File: src/rtl/alu_seq_pkg.sv
// Shared definitions for the ALU sequencer: opcodes, FSM encoding, flag bit
// positions and register-file geometry.
package alu_seq_pkg;

   localparam int RegDepth = 8;
   localparam int RegWidth = 32;
   localparam int RegAddrW = 3;
   localparam int FlagW    = 4;

   localparam int FlagV = 3;
   localparam int FlagC = 2;
   localparam int FlagZ = 1;
   localparam int FlagN = 0;

   localparam logic [3:0] OP_ADD = 4'h0;
   localparam logic [3:0] OP_SUB = 4'h1;
   localparam logic [3:0] OP_AND = 4'h2;
   localparam logic [3:0] OP_ORR = 4'h3;
   localparam logic [3:0] OP_XOR = 4'h4;
   localparam logic [3:0] OP_ADC = 4'h5;
   localparam logic [3:0] OP_SBC = 4'h6;
   localparam logic [3:0] OP_MOV = 4'h7;
   localparam logic [3:0] OP_SHL = 4'h8;
   localparam logic [3:0] OP_SHR = 4'h9;

   typedef enum logic [1:0] {
      StIdle  = 2'd0,
      StIssue = 2'd1,
      StResp  = 2'd2
   } seqStateE;

   function automatic logic isValidOp(input logic [3:0] op);
      return (op <= OP_SHR);
   endfunction

endpackage

File: src/rtl/alu_seq_regfile.sv
// 8x32 register file: two async read ports, R0 hardwired to zero, and a write
// path where the ALU writeback beats a same-address host write.
module alu_seq_regfile
   import alu_seq_pkg::*;
(
   input  logic                clk,
   input  logic                rst,
   input  logic [RegAddrW-1:0] raddrA_i,
   output logic [RegWidth-1:0] rdataA_o,
   input  logic [RegAddrW-1:0] raddrB_i,
   output logic [RegWidth-1:0] rdataB_o,
   input  logic                wbEn_i,
   input  logic [RegAddrW-1:0] wbAddr_i,
   input  logic [RegWidth-1:0] wbData_i,
   input  logic                hostEn_i,
   input  logic [RegAddrW-1:0] hostAddr_i,
   input  logic [RegWidth-1:0] hostData_i
);

   logic [RegWidth-1:0] mem_q [1:RegDepth-1];

   assign rdataA_o = (raddrA_i == '0) ? '0 : mem_q[raddrA_i];
   assign rdataB_o = (raddrB_i == '0) ? '0 : mem_q[raddrB_i];

   // Writeback and host write land in the same cycle when they target
   // different entries; on a clash the writeback wins.
   always_ff @(posedge clk or posedge rst) begin
      if (rst) begin
         for (int i = 1; i < RegDepth; i++) begin
            mem_q[i] <= '0;
         end
      end else begin
         for (int i = 1; i < RegDepth; i++) begin
            if (wbEn_i && (wbAddr_i == RegAddrW'(i))) begin
               mem_q[i] <= wbData_i;
            end else if (hostEn_i && (hostAddr_i == RegAddrW'(i))) begin
               mem_q[i] <= hostData_i;
            end
         end
      end
   end

endmodule

File: src/rtl/alu_seq_ctrl.sv
// Sequencer that feeds an external combinational ALU from a register file.
// Define ALU_SEQ_OPCOUNT_EN to build the saturating completed-op counter.
module alu_seq_ctrl
   import alu_seq_pkg::*;
(
   input  logic                clk,
   input  logic                rst,
   input  logic                ReqValid,
   output logic                ReqReady,
   input  logic [3:0]          ReqOp,
   input  logic [RegAddrW-1:0] ReqRd,
   input  logic [RegAddrW-1:0] ReqRa,
   input  logic [RegAddrW-1:0] ReqRb,
   input  logic                ReqUseFlag,
   output logic [RegWidth-1:0] ALUA,
   output logic [RegWidth-1:0] ALUB,
   output logic [3:0]          ALUControl,
   output logic                ALUFlagIn,
   input  logic [RegWidth-1:0] ALUResult,
   input  logic [FlagW-1:0]    ALUFlags,
   output logic                RspValid,
   input  logic                RspReady,
   output logic [RegWidth-1:0] RspData,
   output logic [FlagW-1:0]    RspFlags,
   output logic                RspErr,
   input  logic                WrEn,
   input  logic [RegAddrW-1:0] WrAddr,
   input  logic [RegWidth-1:0] WrData,
   output logic [15:0]         OpCount
);

   seqStateE            state_q;
   logic [RegAddrW-1:0] rd_q;
   logic [RegWidth-1:0] aluA_q, aluB_q, rspData_q;
   logic [RegWidth-1:0] rdDataA, rdDataB;
   logic [3:0]          aluCtl_q;
   logic [FlagW-1:0]    flag_q, rspFlags_q;
   logic                aluFlagIn_q, rspErr_q, rspValid_q;
   logic                wbEn;

   assign wbEn = (state_q == StIssue) && isValidOp(aluCtl_q);

   alu_seq_regfile uRegfile (
      .clk        (clk),
      .rst        (rst),
      .raddrA_i   (ReqRa),
      .rdataA_o   (rdDataA),
      .raddrB_i   (ReqRb),
      .rdataB_o   (rdDataB),
      .wbEn_i     (wbEn),
      .wbAddr_i   (rd_q),
      .wbData_i   (ALUResult),
      .hostEn_i   (WrEn),
      .hostAddr_i (WrAddr),
      .hostData_i (WrData)
   );

   // The ALU operand registers double as the accept-time latches, so they
   // only change on accept and hold their value through RESP and IDLE.
   always_ff @(posedge clk or posedge rst) begin
      if (rst) begin
         state_q     <= StIdle;
         rd_q        <= '0;
         aluA_q      <= '0;
         aluB_q      <= '0;
         aluCtl_q    <= '0;
         aluFlagIn_q <= 1'b0;
         flag_q      <= '0;
         rspData_q   <= '0;
         rspFlags_q  <= '0;
         rspErr_q    <= 1'b0;
         rspValid_q  <= 1'b0;
      end else begin
         case (state_q)
            StIdle: begin
               if (ReqValid) begin
                  rd_q        <= ReqRd;
                  aluCtl_q    <= ReqOp;
                  aluA_q      <= rdDataA;
                  aluB_q      <= rdDataB;
                  aluFlagIn_q <= ReqUseFlag ? flag_q[FlagC] : 1'b0;
                  state_q     <= StIssue;
               end
            end
            StIssue: begin
               if (isValidOp(aluCtl_q)) begin
                  rspData_q  <= ALUResult;
                  rspFlags_q <= ALUFlags;
                  flag_q     <= ALUFlags;
                  rspErr_q   <= 1'b0;
               end else begin
                  rspData_q  <= '0;
                  rspFlags_q <= flag_q;
                  rspErr_q   <= 1'b1;
               end
               rspValid_q <= 1'b1;
               state_q    <= StResp;
            end
            StResp: begin
               if (RspReady) begin
                  rspValid_q <= 1'b0;
                  state_q    <= StIdle;
               end
            end
            default: state_q <= StIdle;
         endcase
      end
   end

`ifdef ALU_SEQ_OPCOUNT_EN
   logic [15:0] opCount_q;

   // Counts only successful completions and sticks at all-ones.
   always_ff @(posedge clk or posedge rst) begin
      if (rst) begin
         opCount_q <= '0;
      end else if ((state_q == StResp) && RspReady && !rspErr_q
                   && (opCount_q != 16'hFFFF)) begin
         opCount_q <= opCount_q + 16'd1;
      end
   end

   assign OpCount = opCount_q;
`else
   assign OpCount = '0;
`endif

   assign ReqReady   = (state_q == StIdle);
   assign ALUA       = aluA_q;
   assign ALUB       = aluB_q;
   assign ALUControl = aluCtl_q;
   assign ALUFlagIn  = aluFlagIn_q;
   assign RspValid   = rspValid_q;
   assign RspData    = rspData_q;
   assign RspFlags   = rspFlags_q;
   assign RspErr     = rspErr_q;

endmodule
File: config.mk
export PLATFORM = sky130hd
export DESIGN_NAME = alu_seq_ctrl
export DESIGN_NICKNAME = d
export VERILOG_FILES = /design/src/rtl/alu_seq_pkg.sv /design/src/rtl/alu_seq_regfile.sv /design/src/rtl/alu_seq_ctrl.sv
export SDC_FILE = /design/constraint.sdc
export NUM_CORES = 1
export LEC_CHECK = 0
export CAP_MARGIN = 40
export CORE_ASPECT_RATIO = 1.4
export CORE_MARGIN = 3
export CORE_UTILIZATION = 34
export CTS_CLUSTER_SIZE = 30
export DETAILED_ROUTE_END_ITERATION = 10
export SLEW_MARGIN = 10
export SYNTH_ARGS = -nofsm -noshare
export SYNTH_HDL_FRONTEND = slang
export SYNTH_HIERARCHICAL = 1
export SYNTH_SLANG_ARGS = --single-unit
File: constraint.sdc
create_clock -name clk -period 7.15 [get_ports clk]
set_input_delay 1.0725 -clock clk [delete_from_list [all_inputs] [get_ports clk]]
set_output_delay 1.0725 -clock clk [all_outputs]
set_load 0.005 [all_outputs]
==> metrics.log, run 1 <==
[metrics] run status: finished, final reports clean
[metrics] type of the worst setup path: primary input to flip-flop
[metrics] layout net count: 1843
[metrics] worst hold slack: 0.482 ns
[metrics] number of buffers inserted by post-CTS setup repair: 0
[metrics] CP Data Arrival Time: 3.38 ns
[metrics] Clock Pin Slew Worst Setup and Hold Paths: 0.06 ns
[metrics] CTS max path bufs: 3
[metrics] Core Area: 52500 um^2
[metrics] DIE WIDTH: 201 um
[metrics] Worst-Margin Slew: 0.863 ns
[metrics] pwr dens: 390 nW/um^2
[metrics] gate count after technology mapping: 1624
[metrics] Setup violations, final: 0
[metrics] post-synthesis instance area: 18200 um^2
[metrics] ordered list of cells on the worst path: buf_4, buf_4, mux2_2, a221oi_1, a21oi_1, mux2_1
[metrics] total of flip-flops plus latches after synthesis: 336
[metrics] detailed-route DRC error count: 0
[metrics] area of the die: 56300 um^2
[metrics] ratio of cells with drive above 1 in the final layout: 14.1%
[metrics] tightest slew margin relative to the limit: 42.4%
[metrics] clock latency of the later-clocked register in the worst-skew pair: 0.53 ns
[metrics] setup repair after global routing missed its margin: no
[metrics] number of enable-type register cells in the synthesized netlist: 0
[metrics] sort of element at the end of the critical path: flip-flop
[metrics] count of hold buffers inserted by post-cts repair: 0
[metrics] largest clock skew in the final design: 0.0130 ns
[metrics] maximum number of pins on one net before global-route repair: 111
[metrics] synth-to-layout area growth: 20.4%
[metrics] routed wire length: 58.3 mm
[metrics] vias in the first global route: 14021
[metrics] Setup TNS Final: 0 ns
[metrics] post-synthesis sequential area ratio: 46.3%
[metrics] pins over their slew limit: 0
[metrics] Num Clock Sinks: 336
[metrics] Max-Cap Viols: 0
[metrics] CTS tree: yes
[metrics] path class of the lowest-slack min-delay path: flip-flop to flip-flop
[metrics] most frequent CP cell: buf_4
[metrics] Avg Inst Size Synth: 11.2 um^2
[metrics] total of warnings raised by yosys: 6
[metrics] IR drop worst, VDD: 152 uV
[metrics] effective utilization at floorplan: 34.6%
[metrics] Worst EP required: 7.56 ns
[metrics] Placement Rows: 99
[metrics] slowest library cell on the worst path: buf_4
[metrics] total congestion overflow after global routing: 0
[metrics] Port-buffer cells: 197
[metrics] Crit Path Max Fanout: 40
[metrics] clock period minus final worst setup slack: 2.96 ns
[metrics] CTS H-tree depth: 2
[metrics] number of antenna violations at the first check in global routing: 7
[metrics] number of hold violations in the final report: 0
[metrics] count of pins on the block boundary: 214
[metrics] Async SR Flop Fraction: 100%
[metrics] cell class contributing the biggest share of worst-path delay: buffers and inverters
[metrics] CP peak stage delay: 0.72 ns
[metrics] dominant synthesized flop cell: dfrtp_1
[metrics] clk root buf: clkbuf_16
[metrics] routed length per instance: 23.4 um
[metrics] sum of net half-perimeters after detailed placement: 35.5 mm
[metrics] FMAX: 0.337 GHz
[metrics] Num CTS Buffers: 37
[metrics] CTS resizes: 0
[metrics] post-route worst setup slack: 4.19 ns
[metrics] placement-stage worst setup slack: 3.63 ns
[metrics] first-pass GRT wire length: 89.2 mm
[metrics] number of DRC markers after the initial detailed-route iteration: 938
[metrics] per-cell via count in the routed design: 5.46
[metrics] aggregate global-route resource usage: 20.4%
[metrics] Leak Pwr: 9.44 nW
[metrics] combined buffer and inverter count along the critical path: 2
[metrics] number of iterations in the first detailed-routing pass: 6
[metrics] type of element launching the critical path: primary input
[metrics] vertical die dimension: 280 um
[metrics] residual antenna-violating net count after detailed routing: 0
[metrics] library cells used by synthesis: 35
[metrics] period utilization: 41.4%
[metrics] routability-driven placement congestion ratio: 0.779
[metrics] Vias: 13572
-- cell usage in the layout, fill, tap and decap left out, drive strengths merged --
cell	instances
clkbuf	56
diode	5
nand2	121
and4bb	6
o21ai	122
mux2i	225
mux2	139
nor3b	1
nor2b	2
inv	43
bufinv	3
buf	39
a221oi	39
dfrtp	336
a21oi	170
o21a	1
nand4b	6
a22oi	24
clkinvlp	2
nand4	2
mux4	64
a211oi	1
a21o	1
clkdlybuf4s50	191
nand2b	2
nor2	130
a22o	32
nand3	1
conb	16
-- final cells by class --
class | instances | area, um^2
clock buffer | 56 | 1100
antenna | 5 | 12.5
sequential | 336 | 8410
tap | 707 | 885
timing repair buffer | 230 | 2370
multi-input combinational | 1105 | 8820
inverter | 43 | 170
fill | 5036 | 30600
clock inverter | 5 | 106
-- metal layers --
| layer | vias up | routed length, um | track usage (%) |
|---|---|---|---|
| met4 | 4 | 1330 | 6.21 |
| met2 | 448 | 29300 | 35.1 |
| met1 | 6891 | 24200 | 26.2 |
| li1 | 6144 | - | - |
| met3 | 85 | 3350 | 3.85 |
| met5 | - | 34 | 0 |
-- final timing paths --
path                                  endpoint  slack (ns)        from  cells past startpoint
max                                    ALUA[3]        4.19    ReqRa[1]                      6
min                                    ALUB[7]        0.48     ALUB[7]                      1
max reg2reg                  uRegfile/mem_q[0]        4.34  state_q[1]                      7
min reg2reg                            ALUB[7]        0.48     ALUB[7]                      1
max in group asynchronous  uRegfile/mem_q[141]        4.32         rst                      4
min in group asynchronous              ALUA[5]        1.15         rst                      2
-- cell usage after synthesis, types with 2 or more instances --
master	number	area share, %
a21oi_1	170	4.7
a221oi_1	39	1.9
a22o_1	32	1.5
a22oi_1	24	0.99
and4bb_1	4	0.28
and4bb_2	2	0.14
buf_1	6	0.12
buf_2	42	1.2
buf_4	38	1.6
buf_6	17	1.1
clkbuf_1	51	1.1
dfrtp_1	336	46
inv_1	43	0.89
mux2_1	57	3.5
mux2_2	82	5.1
mux2i_1	225	12
mux4_2	64	7.9
nand2_1	121	2.5
nand2b_1	2	0.069
nand4b_1	5	0.24
nor2_1	129	2.7
nor2b_1	2	0.069
o21ai_0	28	0.77
o21ai_1	94	2.6
-- worst register-to-register path, stage by stage, from the launching register on --
cell and delay (ns):
dfrtp_1 0.45, nand2b_2 0.26, nor2_8 0.33, buf_12 0.26, nand4_1 0.52, buf_4 0.55, nor2_1 0.23, a21oi_1 0.05
-- metrics by stage --
| stage | util, % | std cells | instance area (um^2) | power, W |
|---|---|---|---|---|
| after floorplan | - | 1639 | 18200 | 0.00531 |
| after global placement | 38.9 | 2410 | 20400 | 0.00647 |
| after detailed placement | 39.3 | 2421 | 20700 | 0.00663 |
| after CTS | 41.6 | 2482 | 21900 | 0.00864 |
| after global routing | 41.6 | 2484 | 21900 | 0.00911 |
| final | 41.7 | 2487 | 21900 | 0.00854 |
-- power breakdown --
part / switching (W) / internal [W]
clock: 0.000792 / 0.00117
sequential: 0.000725 / 0.00285
combinational: 0.00123 / 0.00178
total: 0.00275 / 0.00579
-- sequential cells by signal (all words and copies together), names as in the netlist --
| register | count |
|---|---|
| RspErr | 1 |
| rd_q | 3 |
| ALUB | 32 |
| ALUControl | 4 |
| ALUFlagIn | 1 |
| RspFlags | 4 |
| ALUA | 32 |
| uRegfile/mem_q | 224 |
| RspValid | 1 |
| RspData | 32 |
| state_q | 2 |
-- kinds of logic (layout without fill, tap and decap cells) --
logic type | after synthesis | after routing | synth area share (%)
simple gates | 271 | 271 | 6.35
other cells | 1 | 21 | 0.0206
compound gates | 390 | 390 | 12.6
mux | 428 | 428 | 28.9
buf+inv | 198 | 334 | 5.87
flops | 336 | 336 | 46.3
No activity file was read; power rests on OpenSTA's default activity.
==> run 2: changes to the inputs <==
Clock period 7.15 ns to 2.6 ns, I/O delays scaled along.
==> metrics.log, run 2 (synthesis results as in run 1) <==
[metrics] run status: finished, final reports clean
[metrics] layout net count: 1879 (+2.0%)
[metrics] Worst EP required: 2.98 ns (-4.58 ns)
[metrics] CTS tree: yes
[metrics] sort of element at the end of the critical path: flip-flop
[metrics] first-pass GRT wire length: 89.1 mm (about the same)
[metrics] largest clock skew in the final design: 0.0250 ns (+0.0120 ns)
[metrics] number of DRC markers after the initial detailed-route iteration: 1049 (+12%)
[metrics] count of pins on the block boundary: 214 (unchanged)
[metrics] number of buffers inserted by post-CTS setup repair: 0 (unchanged)
[metrics] routed length per instance: 22.9 um (-2.2%)
[metrics] tightest slew margin relative to the limit: 44.5% (+2.0 points)
[metrics] Leak Pwr: 9.69 nW (+2.7%)
[metrics] detailed-route DRC error count: 0 (unchanged)
[metrics] type of the worst setup path: flip-flop to flip-flop
[metrics] Max-Cap Viols: 0 (unchanged)
[metrics] Core Util, Final: 42.5% (+0.83 points)
[metrics] clk root buf: clkbuf_16
[metrics] number of hold violations in the final report: 0 (unchanged)
[metrics] CTS max path bufs: 3 (unchanged)
[metrics] fraction of power consumed by sequential logic: 41.0% (-0.8 points)
[metrics] DIE WIDTH: 201 um (unchanged)
[metrics] effective utilization at floorplan: 34.6% (unchanged)
[metrics] Final Total Pwr: 0.0237 W (+180%)
[metrics] pwr dens: 1060 nW/um^2 (+170%)
[metrics] Switching Power: 0.00768 W (+180%)
[metrics] Placement Rows: 99 (unchanged)
[metrics] internal power: 0.0161 W (+180%)
[metrics] path class of the lowest-slack min-delay path: primary input to async pin
[metrics] max reg flops: 224 (unchanged)
[metrics] ratio of cells with drive above 1 in the final layout: 15.9% (+1.8 points)
[metrics] number of iterations in the first detailed-routing pass: 6 (unchanged)
[metrics] placement-stage worst setup slack: 0.298 ns (-3.33 ns)
[metrics] area of the die: 56300 um^2 (unchanged)
[metrics] Worst R2R End: uRegfile/mem_q[13]
[metrics] vertical die dimension: 280 um (unchanged)
[metrics] aggregate global-route resource usage: 20.3% (-0.13 points)
[metrics] reg-to-reg slack, setup: 0.42 ns (-3.92 ns)
[metrics] routability-driven placement congestion ratio: 0.830 (+6.4%)
[metrics] Setup TNS Final: 0 ns (unchanged)
[metrics] maximum number of pins on one net before global-route repair: 65 (-41%)
[metrics] Port-buffer cells: 197 (unchanged)
[metrics] CTS resizes: 0 (unchanged)
[metrics] CTS H-tree depth: 2 (unchanged)
[metrics] most frequent standard cell in the layout excluding fill and tap cells: dfrtp_1
[metrics] Worst-Margin Slew: 0.833 ns (-0.0304 ns)
[metrics] start of the worst register-to-register path: state_q[1]
[metrics] vias in the first global route: 14356 (+2.4%)
[metrics] synth-to-layout area growth: 22.8%
[metrics] switching part of the total power: 32.4% (+0.18 points)
[metrics] type of element launching the critical path: flip-flop
[metrics] per-cell via count in the routed design: 5.41 (-0.92%)
[metrics] IR drop worst, VDD: 472 uV (+210%)
[metrics] pins over their slew limit: 0 (unchanged)
[metrics] clock period minus final worst setup slack: 2.18 ns
[metrics] Most flops, register: uRegfile/mem_q
[metrics] part of the power in combinational logic: 35.9% (+0.6 points)
[metrics] post-route worst setup slack: 0.420 ns (-3.77 ns)
[metrics] routed wire length: 57.9 mm (-0.72%)
[metrics] Vias: 13652 (+0.59%)
[metrics] clock latency of the later-clocked register in the worst-skew pair: 0.55 ns (+0.02 ns)
[metrics] Reg2Reg Depth: 7 (unchanged)
[metrics] Clock Pin Slew Worst Setup and Hold Paths: 0.06 ns (about the same)
[metrics] residual antenna-violating net count after detailed routing: 0 (unchanged)
[metrics] count of hold buffers inserted by post-cts repair: 0 (unchanged)
[metrics] setup repair after global routing missed its margin: no
[metrics] Setup violations, final: 0 (unchanged)
[metrics] period utilization: 83.9%
[metrics] Crit Path Max Fanout: 42 (+5.0%)
[metrics] FMAX: 0.459 GHz
[metrics] part of the total power dissipated in the clock network: 23.1% (+0.2 points)
[metrics] Num CTS Buffers: 37 (unchanged)
[metrics] most frequent cells in the layout: 336 x dfrtp_1, 225 x mux2i_1, 191 x clkdlybuf4s50_1, 170 x a21oi_1, 129 x nor2_1
[metrics] sum of net half-perimeters after detailed placement: 37.5 mm (+5.7%)
[metrics] total congestion overflow after global routing: 0 (unchanged)
[metrics] Core Area: 52500 um^2 (unchanged)
[metrics] CP Data Arrival Time: 2.56 ns (-0.82 ns)
[metrics] Num Clock Sinks: 336 (unchanged)
[metrics] number of antenna violations at the first check in global routing: 6 (-1)
==> run 2: cell types whose count changed in the layout (fill, tap and decap cells not counted), moves of 2 or more <==
cell	change
buf_4	+23
buf_12	+16
clkinv_2	+4
buf_16	-3
clkbuf_8	-2
diode_2	-2
inv_6	-2
==> run 2: how the worst max path moves through the flow <==
stage | startpoint | end | slack (ns)
finish | state_q[1] | uRegfile/mem_q[13] | 0.42
global route | state_q[1] | uRegfile/mem_q[28] | 0.30
CTS | state_q[1] | uRegfile/mem_q[13] | 0.42
detailed placement | WrEn | uRegfile/mem_q[78] | 0.30
global placement | WrEn | uRegfile/mem_q[82] | 0.36
floorplan | rst | uRegfile/mem_q[0] | -0.71
==> run 2: area by class of cell <==
cell class,count,area [um^2]
multi-input combinational,1105,8820
clock buffer,54,1050
sequential,336,8410
fill,4973,30200
inverter,43,169
timing repair buffer,266,2790
tap,707,885
antenna,3,7.51
clock inverter,11,188
==> run 2: stage by stage <==
step                      cell area (um^2)  cells  hold slack (ns)
final                                22300   2525            0.358
after global routing                 22300   2523            0.397
after CTS                            22300   2522            0.360
after detailed placement             21100   2457            0.476
after global placement               21100   2457            0.471
after floorplan                      18200   1639            0.483
==> run 2: metal layers <==
layer  vias to the layer above  GRT usage [%]  routed length, um
met3                       108           3.70               3480
met2                       470           35.4              28600
met4                         4           6.96               1940
li1                       6207              -                  -
met1                      6863           25.4              23800
met5                         -              0                 29
==> run 2: power groups by stage <==
stage | Clock, W | Combinational, W | Sequential [W]
2_1_floorplan | 0 | 0.00538 | 0.00923
3_3_place_gp | 0 | 0.00838 | 0.00964
3_5_place_dp | 0 | 0.00859 | 0.00979
4_1_cts | 0.00566 | 0.00862 | 0.00972
5_1_grt | 0.00582 | 0.00935 | 0.0101
6_report | 0.00549 | 0.00853 | 0.00973
==> run 2: worst max-delay path: stages (launching register included) <==
cell and delay (ns):
dfrtp_1 0.45, nand2b_2 0.26, nor2_8 0.27, buf_4 0.30
nand4_1 0.15, buf_4 0.35, nor2_1 0.17, a21oi_1 0.06
==> run 3: changes to the inputs <==
Clock period 2.6 ns to 2 ns, I/O delays scaled along.
==> metrics.log, run 3 (synthesis results as in run 1) <==
[metrics] most frequent standard cell in the layout excluding fill and tap cells: dfrtp_1
[metrics] DIE WIDTH: 201 um (unchanged)
[metrics] detailed-route DRC error count: 0 (unchanged)
[metrics] sort of element at the end of the critical path: output pin
[metrics] Placement Rows: 99 (unchanged)
[metrics] number of buffers inserted by post-CTS setup repair: 0 (unchanged)
[metrics] pwr dens: 1360 nW/um^2 (+28%)
[metrics] period utilization: 92.5%
[metrics] routed length per instance: 22.9 um (-0.16%)
[metrics] area of the die: 56300 um^2 (unchanged)
[metrics] Leak Pwr: 10.0 nW (+3.6%)
[metrics] Crit Path Max Fanout: 2 (-95%)
[metrics] cell class contributing the biggest share of worst-path delay: buffers and inverters
[metrics] number of DRC markers after the initial detailed-route iteration: 941 (-10%)
[metrics] IR drop worst, VDD: 630 uV (+34%)
[metrics] count of pins on the block boundary: 214 (unchanged)
[metrics] CP peak stage delay: 0.58 ns (+0.13 ns)
[metrics] Port-buffer cells: 197 (unchanged)
[metrics] Setup violations, final: 0 (unchanged)
[metrics] FMAX: 0.541 GHz
[metrics] total congestion overflow after global routing: 0 (unchanged)
[metrics] Vias: 13789 (+1.0%)
[metrics] setup repair after global routing missed its margin: no
[metrics] max reg flops: 224 (unchanged)
[metrics] clock latency of the later-clocked register in the worst-skew pair: 0.54 ns (about the same)
[metrics] number of antenna violations at the first check in global routing: 4 (-2)
[metrics] pins over their slew limit: 0 (unchanged)
[metrics] clk root buf: clkbuf_16
[metrics] Most flops, register: uRegfile/mem_q
[metrics] clock period minus final worst setup slack: 1.85 ns
[metrics] routability-driven placement congestion ratio: 0.820 (-1.2%)
[metrics] type of the worst setup path: flip-flop to output pin
[metrics] CTS max path bufs: 3 (unchanged)
[metrics] CP Data Arrival Time: 1.55 ns (-1.01 ns)
[metrics] met3 routed WL: 3.18 mm (-8.8%)
[metrics] detailed-routed wire length on met2: 29.4 mm (+2.8%)
[metrics] footprint of the multi-input gates: 8820 um^2 (unchanged)
[metrics] non-filler cells in the finished layout: 2569 (+1.7%)
[metrics] maximum number of pins on one net before global-route repair: 50 (-23%)
[metrics] Clock Pin Slew Worst Setup and Hold Paths: 0.06 ns (about the same)
[metrics] largest clock skew in the final design: 0.0215 ns (-0.00343 ns)
[metrics] ratio of cells with drive above 1 in the final layout: 18.3% (+2.4 points)
[metrics] tightest slew margin relative to the limit: 60.3% (+16 points)
[metrics] CTS tree: yes
[metrics] vias in the first global route: 14719 (+2.5%)
[metrics] met1 wire length: 24.1 mm (+1.3%)
[metrics] number of placed instances, taps included: 2497 (+1.6%)
[metrics] slowest library cell on the worst path: clkdlybuf4s50_1
[metrics] post-route cell area: 23000 um^2 (+3.2%)
[metrics] worst hold slack: 0.222 ns (-0.136 ns)
[metrics] aggregate global-route resource usage: 20.7% (+0.40 points)
[metrics] Num CTS Buffers: 38 (+2.7%)
[metrics] Worst-Margin Slew: 0.595 ns (-0.238 ns)
[metrics] most frequent cells in the layout: 336 x dfrtp_1, 225 x mux2i_1, 190 x clkdlybuf4s50_1, 170 x a21oi_1, 129 x nor2_1
[metrics] number of hold violations in the final report: 0 (unchanged)
[metrics] effective utilization at floorplan: 34.6% (unchanged)
[metrics] sum of net half-perimeters after detailed placement: 39.9 mm (+6.4%)
[metrics] routed wire length: 58.8 mm (+1.6%)
[metrics] number of iterations in the first detailed-routing pass: 5 (-1)
[metrics] Max-Cap Viols: 0 (unchanged)
[metrics] filler instances: 4988 (+0.30%)
[metrics] vertical die dimension: 280 um (unchanged)
[metrics] combined buffer and inverter count along the critical path: 1 (-1)
[metrics] Core Area: 52500 um^2 (unchanged)
[metrics] Worst EP required: 1.70 ns (-1.28 ns)
[metrics] type of element launching the critical path: flip-flop
[metrics] first-pass GRT wire length: 91.0 mm (+2.1%)
[metrics] uppermost metal layer occupied by signal nets: met5
[metrics] Setup TNS Final: 0 ns (unchanged)
[metrics] layout net count: 1920 (+2.2%)
[metrics] synth-to-layout area growth: 26.7%
[metrics] per-cell via count in the routed design: 5.37 (-0.73%)
[metrics] Num Clock Sinks: 336 (unchanged)
[metrics] residual antenna-violating net count after detailed routing: 0 (unchanged)
[metrics] run status: finished, final reports clean
[metrics] DP Area: 21700 um^2 (+2.9%)
[metrics] CTS H-tree depth: 2 (unchanged)
[metrics] FF/Latch Area: 8410 um^2 (unchanged)
[metrics] ordered list of cells on the worst path: clkdlybuf4s50_1
[metrics] path class of the lowest-slack min-delay path: primary input to async pin
## run 3: changes by cell type in the layout (fill, tap and decap cells not counted), moves of 2 or more
cell        previous run  this run
clkinvlp_4             2         6
buf_12                25        50
clkbuf_16             38        41
inv_6                  0         2
clkbuf_1              12         4
buf_4                 49        64
clkinv_2               4         6
clkinv_4               0         2
## run 3: cell type report
cell class              count  share of cell area, %
multi-input cells        1105                   38.3
clock buffers              50                   4.82
flip-flops and latches    336                   36.5
diodes                      3                 0.0326
clock inverters            19                  0.983
inverters                  43                  0.733
well taps                 707                   3.84
repair buffers            306                   14.8
## run 3: routing by layer
metal,global-route usage [%],vias up
met2,36.1,487
met3,3.16,108
met4,7.79,2
li1,-,6298
met5,0,-
met1,26.0,6894
## run 3: worst paths after layout
path | from | to | slack [ns] | depth (start not counted)
setup / recovery | ALUA[26] | ALUA[26] | 0.15 | 1
hold / removal | rst | ALUB[6] | 0.22 | 2
setup reg to reg | ALUControl[2] | RspFlags[2] | 0.21 | 4
hold reg to reg | ALUB[11] | ALUB[11] | 0.48 | 1
max in group asynchronous | rst | uRegfile/mem_q[168] | 1.12 | 4
min in group clk | ReqUseFlag | ALUFlagIn | 0.37 | 3
## run 3: what timing repair did
| action | CTS | global route |
|---|---|---|
| resized for setup | 0 | 1 |
| hold buffers | 0 | 0 |
| endpoints found under the setup margin | 0 | 1 |
## run 3: where the power goes
| group | leakage [nW] | internal [W] | switching [W] |
|---|---|---|---|
| Sequential | 4.02 | 0.0102 | 0.00245 |
| Combinational | 5.37 | 0.00665 | 0.00465 |
| Clock | 0.650 | 0.00447 | 0.00301 |
| Total | 10.0 | 0.0213 | 0.0101 |
## run 3: stage by stage
stage                     total power (W)  setup slack [ns]  utilization (%)
after global routing               0.0334             0.106             43.8
after CTS                          0.0317           0.00630             43.8
after global placement             0.0236           -0.0138             41.3
after detailed placement           0.0241           -0.0279             41.3
after floorplan                    0.0190             -1.22                -
final                              0.0314             0.151             43.8
==> edit 1 (settings of run 2) <==
Set the package constant `RegAddrW` to 4 (it was 3).
--- a/src/rtl/alu_seq_pkg.sv
+++ b/src/rtl/alu_seq_pkg.sv
@@ -6,3 +6,3 @@
    localparam int RegWidth = 32;
-   localparam int RegAddrW = 3;
+   localparam int RegAddrW = 4;
    localparam int FlagW    = 4;
Ports: changed (resized ReqRa, ReqRb, ReqRd and WrAddr); port bits go from 214 to 218. No check against the original RTL was run, so the function may have changed too.
==> edit 1 against run 2 <==
Total power rose by 6.1%. Sequential cell count grew 1. Area after synthesis grew 7.9%. Fmax down 8.1%. Routed wire length is 32% higher. Setup slack lost 0.19 ns. Final area up 6.9%. Die area is 7.7% higher. Largest cell class unchanged. Largest power group is now combinational logic.
==> edit 1: results (changes against run 2) <==
| Metric | Reported | Change |
| --- | --- | --- |
| Post-layout net count | 2248 | +20% |
| Final Hold Violating Endpoints | 0 | unchanged |
| Met3 track utilization from global routing | 4.676% | +0.98 points |
| Number of clock buffers inserted by TritonCTS | 39 | +5.4% |
| Number of cells after detailed placement | 2848 | +16% |
| Routing usage on met2 | 40.18% | +4.7 points |
| Sequential cell area fraction in the yosys report | 42.98% | -3.3 points |
| Worst reg2reg endpoint | uRegfile/mem_q[52]$_DFFE_PP0P_ |  |
| Initial antenna violation count | 1 | -5 |
| Via count of the first global-routing pass | 18760 | +31% |
| Most Crowded Layer GR | met2 |  |
| Final weighted congestion in routability-driven placement | 0.8813 | +6.2% |
| Number of buffers added on ports | 200 | +1.5% |
| First-pass GRT wire length | 116400 um | +31% |
| DP HPWL | 45950 um | +22% |
| Post-synthesis mux area share | 15.48% | -13 points |
| Leakage power total | 9.248 nW | -4.6% |
| Post-synthesis adder-cell area fraction | 0% | unchanged |
| Launch point of the worst reg-to-reg path | ALUControl[2]$_DFFE_PP0P_ |  |
| Slew headroom | 42.23% | -2.2 points |
| Final-layout worst hold slack | 0.2341 ns | -0.1236 ns |
| Setup slack, reg-to-reg | 0.23 ns | -0.19 ns |
| Fin cells | 2915 | +15% |
| Iteration count of the initial detailed-routing pass | 5 | -1 |
| Post-place setup slack | 0.2380 ns | -0.05979 ns |
| Met1 Wirelength | 28290 um | +19% |
| Total wirelength of the detailed-routed design | 76450 um | +32% |
| Met3 wire length | 7517 um | +120% |
| Max rail drop VDD | 635.4 uV | +35% |
| Detailed route wirelength on metal2 | 36330 um | +27% |
| Cells taking the most area after synthesis | sky130_fd_sc_hd__dfrtp_1 (43%), sky130_fd_sc_hd__mux4_2 (7.2%), sky130_fd_sc_hd__a31oi_1 (7.1%) |  |
| Avg Cell Area, Syn | 9.538 um2 | -15% |
| Fraction of final layout cells with drive strength greater than 1 | 15.97% | +0.048 points |
| Critical Path Max Stage Delay | 0.38 ns | -0.07 ns |
| Post-synth top cells | sky130_fd_sc_hd__dfrtp_1 (337), sky130_fd_sc_hd__o21ai_0 (234), sky130_fd_sc_hd__nor3_1 (225), sky130_fd_sc_hd__a31oi_1 (224), sky130_fd_sc_hd__nand2_1 (223) |  |
| Total of fill cells in the finished design | 5476 | +10% |
| Post-Route Skew | 0.02842 ns | +0.003471 ns |
| All-layer global routing usage | 24.46% | +4.2 points |
| Largest net degree at the start of global routing | 97 | +49% |
| Max reg flops | 224 | unchanged |
| Top fanout value on the critical path | 20 | -52% |
| Period Utilization, post-route | 91.27% | +7.4 points |
| Met1 Track Usage GR | 30.61% | +5.3 points |
| Placed instance area | 22520 um2 | +6.9% |
| Number of vias per cell after detailed routing | 6.315 | +17% |
| Arrival time at the worst endpoint | 2.83 ns | +0.27 ns |
| Number of distinct library cells after synthesis | 37 | +5.7% |
| Run status | finished clean |  |
| Count of routing violations after the opening detailed-route iteration | 2115 | +100% |
| Top routing layer in use | met4 |  |
| Compound-gate portion of the synthesized area | 18.73% | +6.2 points |
-- edit 1: layout make-up --
| class | instances | area [um2] | share of cell area (%) |
|---|---|---|---|
| Antenna cell | 1 | 2.502 | 0.01049 |
| Sequential cell | 337 | 8433 | 35.36 |
| Tap cell | 735 | 919.6 | 3.856 |
| Clock buffer | 54 | 1155 | 4.842 |
| Multi-Input combinational cell | 1441 | 9951 | 41.72 |
| Timing Repair Buffer | 295 | 3063 | 12.84 |
| Inverter | 40 | 157.7 | 0.6610 |
| Clock inverter | 12 | 168.9 | 0.7082 |
-- edit 1: report_power, final --
| group | internal, mW | switching (mW) | total, mW |
|---|---|---|---|
| Clock | 3.49 | 2.31 | 5.80 |
| Sequential | 7.85 | 1.75 | 9.60 |
| Combinational | 5.05 | 4.75 | 9.80 |
| Total | 16.4 | 8.81 | 25.2 |
-- edit 1: logic make-up (layout without fill, tap and decap cells) --
group,count (synthesis),after routing
compound gates,612,612
buf+inv,294,401
flops,337,337
mux,207,207
other cells,1,17
simple gates,606,606
==> edit 2 (settings of run 2) <==
Made on the original files. The 3 states of `seqStateE` get a one-hot encoding in 3 bits.
--- a/src/rtl/alu_seq_pkg.sv
+++ b/src/rtl/alu_seq_pkg.sv
@@ -25,6 +25,6 @@
 
-   typedef enum logic [1:0] {
-      StIdle  = 2'd0,
-      StIssue = 2'd1,
-      StResp  = 2'd2
+   typedef enum logic [2:0] {
+      StIdle  = 3'b001,
+      StIssue = 3'b010,
+      StResp  = 3'b100
    } seqStateE;
Function: same outputs for any inputs over 4 cycles, from zero or initial values and one cycle with rst high; so few cycles prove little.
==> edit 2 against run 2 <==
Combinational power decreased by 2.7%. Clock power increased by 2%. Critical endpoint is now uRegfile/mem_q[86]$_DFFE_PP0P_. Routed wire length increased by 1.5%. Clock skew decreased by 0.0076 ns. Sequential cell count increased by 1. Sequential share of layout area decreased by 0.18 points. Count of clock-buffer cells in the layout increased by 2. Largest cell class unchanged. Final cell count increased by 0.51%. Critical path type unchanged. Final area increased by 0.80%. Sequential power increased by 0.6%. Setup slack got worse by 0.17 ns. Total power decreased by 0.27%. Area after synthesis increased by 0.37%.
==> edit 2: results (changes against run 2) <==
| Metric | Reported | Change |
| --- | --- | --- |
| First-pass GRT wire length | 89640 um | +0.56% |
| Post-synth top cells | sky130_fd_sc_hd__dfrtp_1 (336), sky130_fd_sc_hd__mux2i_1 (225), sky130_fd_sc_hd__a21oi_1 (172), sky130_fd_sc_hd__mux2_2 (134), sky130_fd_sc_hd__nor2_1 (129) |  |
| Largest net degree at the start of global routing | 54 | -17% |
| Run status | finished clean |  |
| Final weighted congestion in routability-driven placement | 0.7913 | -4.6% |
| Placed instance area | 21210 um2 | +0.66% |
| Top fanout value on the critical path | 34 | -19% |
| Met3 track utilization from global routing | 3.563% | -0.13 points |
| Number of clock buffers inserted by TritonCTS | 38 | +2.7% |
| Sequential cell area fraction in the yosys report | 46.23% | about the same |
| Leakage power total | 9.733 nW | +0.46% |
| Post-synthesis cell count | 1630 | +0.37% |
| Via count of the first global-routing pass | 14330 | -0.20% |
| Fraction of final layout cells with drive strength greater than 1 | 19.54% | +3.6 points |
| Routing usage on met2 | 33.95% | -1.5 points |
| Setup slack, reg-to-reg | 0.25 ns | -0.17 ns |
| Number of distinct library cells after synthesis | 42 | +20% |
| Count of routing violations after the opening detailed-route iteration | 907 | -14% |
| Max rail drop VDD | 431.8 uV | -8.5% |
| Arrival time at the worst endpoint | 2.74 ns | +0.18 ns |
| Final-layout worst hold slack | 0.3071 ns | -0.05063 ns |
| Met1 Track Usage GR | 26.94% | +1.6 points |
| Average wire per cell in the routed design | 23.14 um | +0.96% |
| Initial cell density of the core | 34.66% | +0.047 points |
| Initial antenna violation count | 2 | -4 |
| DP HPWL | 37620 um | +0.24% |
| Number of vias per cell after detailed routing | 5.408 | about the same |
| Critical Path Max Stage Delay | 0.62 ns | +0.17 ns |
| Cells taking the most area after synthesis | sky130_fd_sc_hd__dfrtp_1 (46%), sky130_fd_sc_hd__mux2i_1 (12%), sky130_fd_sc_hd__mux2_2 (8.3%) |  |
| Slew headroom | 45.19% | +0.72 points |
| Post-layout net count | 1892 | +0.69% |
| Iteration count of the initial detailed-routing pass | 5 | -1 |
| Launch point of the worst reg-to-reg path | state_q[2]$_DFFE_PP0P_ |  |
| All-layer global routing usage | 20.47% | +0.19 points |
| Cell with the largest stage delay on the worst path | sky130_fd_sc_hd__or3b_2 |  |
| Worst reg2reg endpoint | uRegfile/mem_q[86]$_DFFE_PP0P_ |  |
| Total of fill cells in the finished design | 4933 | -0.80% |
## edit 2: cells by family (layout without fill, tap and decap cells)
family | count (synthesis) | in the layout | synth area share, %
muxes | 427 | 427 | 28.76
AOI/OAI and AO/OA | 392 | 392 | 12.65
DFF | 337 | 337 | 46.23
and+or+nand+nor | 272 | 272 | 6.391
buffers and inverters | 201 | 383 | 5.952
other | 1 | 20 | 0.02055
## edit 2: cell type report
cell class | count | area [um2] | area share (%)
sequential | 337 | 8434 | 37.50
tap | 707 | 884.6 | 3.933
inverter | 45 | 176.4 | 0.7843
clock buffer | 56 | 1172 | 5.212
multi-input combinational | 1107 | 8840 | 39.30
antenna | 4 | 10.01 | 0.04450
clock inverter | 9 | 102.6 | 0.4561
timing repair buffer | 273 | 2873 | 12.77
## edit 2: power by group
part	leakage, nW	internal [mW]	switching (mW)
logic	5.09	5.07	3.23
registers	4.02	7.86	1.93
clock network	0.621	3.31	2.28
## edit 2: worst max-delay path, delay by kind of cell, from the launching register on
| family | cells | cell delay (ns) |
|---|---|---|
| AOI/OAI and AO/OA | 1 | 0.06 |
| buffers and inverters | 2 | 0.58 |
| and+or+nand+nor | 4 | 1.13 |
| DFF | 1 | 0.42 |
## edit 2: worst max path at each step
stage                                 from                        endpoint  slack [ns]
finish              state_q[2]$_DFFE_PP0P_  uRegfile/mem_q[86]$_DFFE_PP0P_        0.25
global route        state_q[1]$_DFFE_PP0P_  uRegfile/mem_q[57]$_DFFE_PP0P_        0.12
CTS                 state_q[0]$_DFFE_PP1P_                        ReqReady        0.24
detailed placement  state_q[1]$_DFFE_PP0P_  uRegfile/mem_q[50]$_DFFE_PP0P_        0.28
global placement                  ReqRa[1]            ALUA[25]$_DFFE_PP0P_        0.27
floorplan                              rst   uRegfile/mem_q[0]$_DFFE_PP0P_       -0.71
## edit 2: per-layer routing
metal	up-vias	wire length (um)
li1	6241	-
met1	6902	25060
met2	468	28210
met3	115	3442
met4	0	2000
met5	-	0
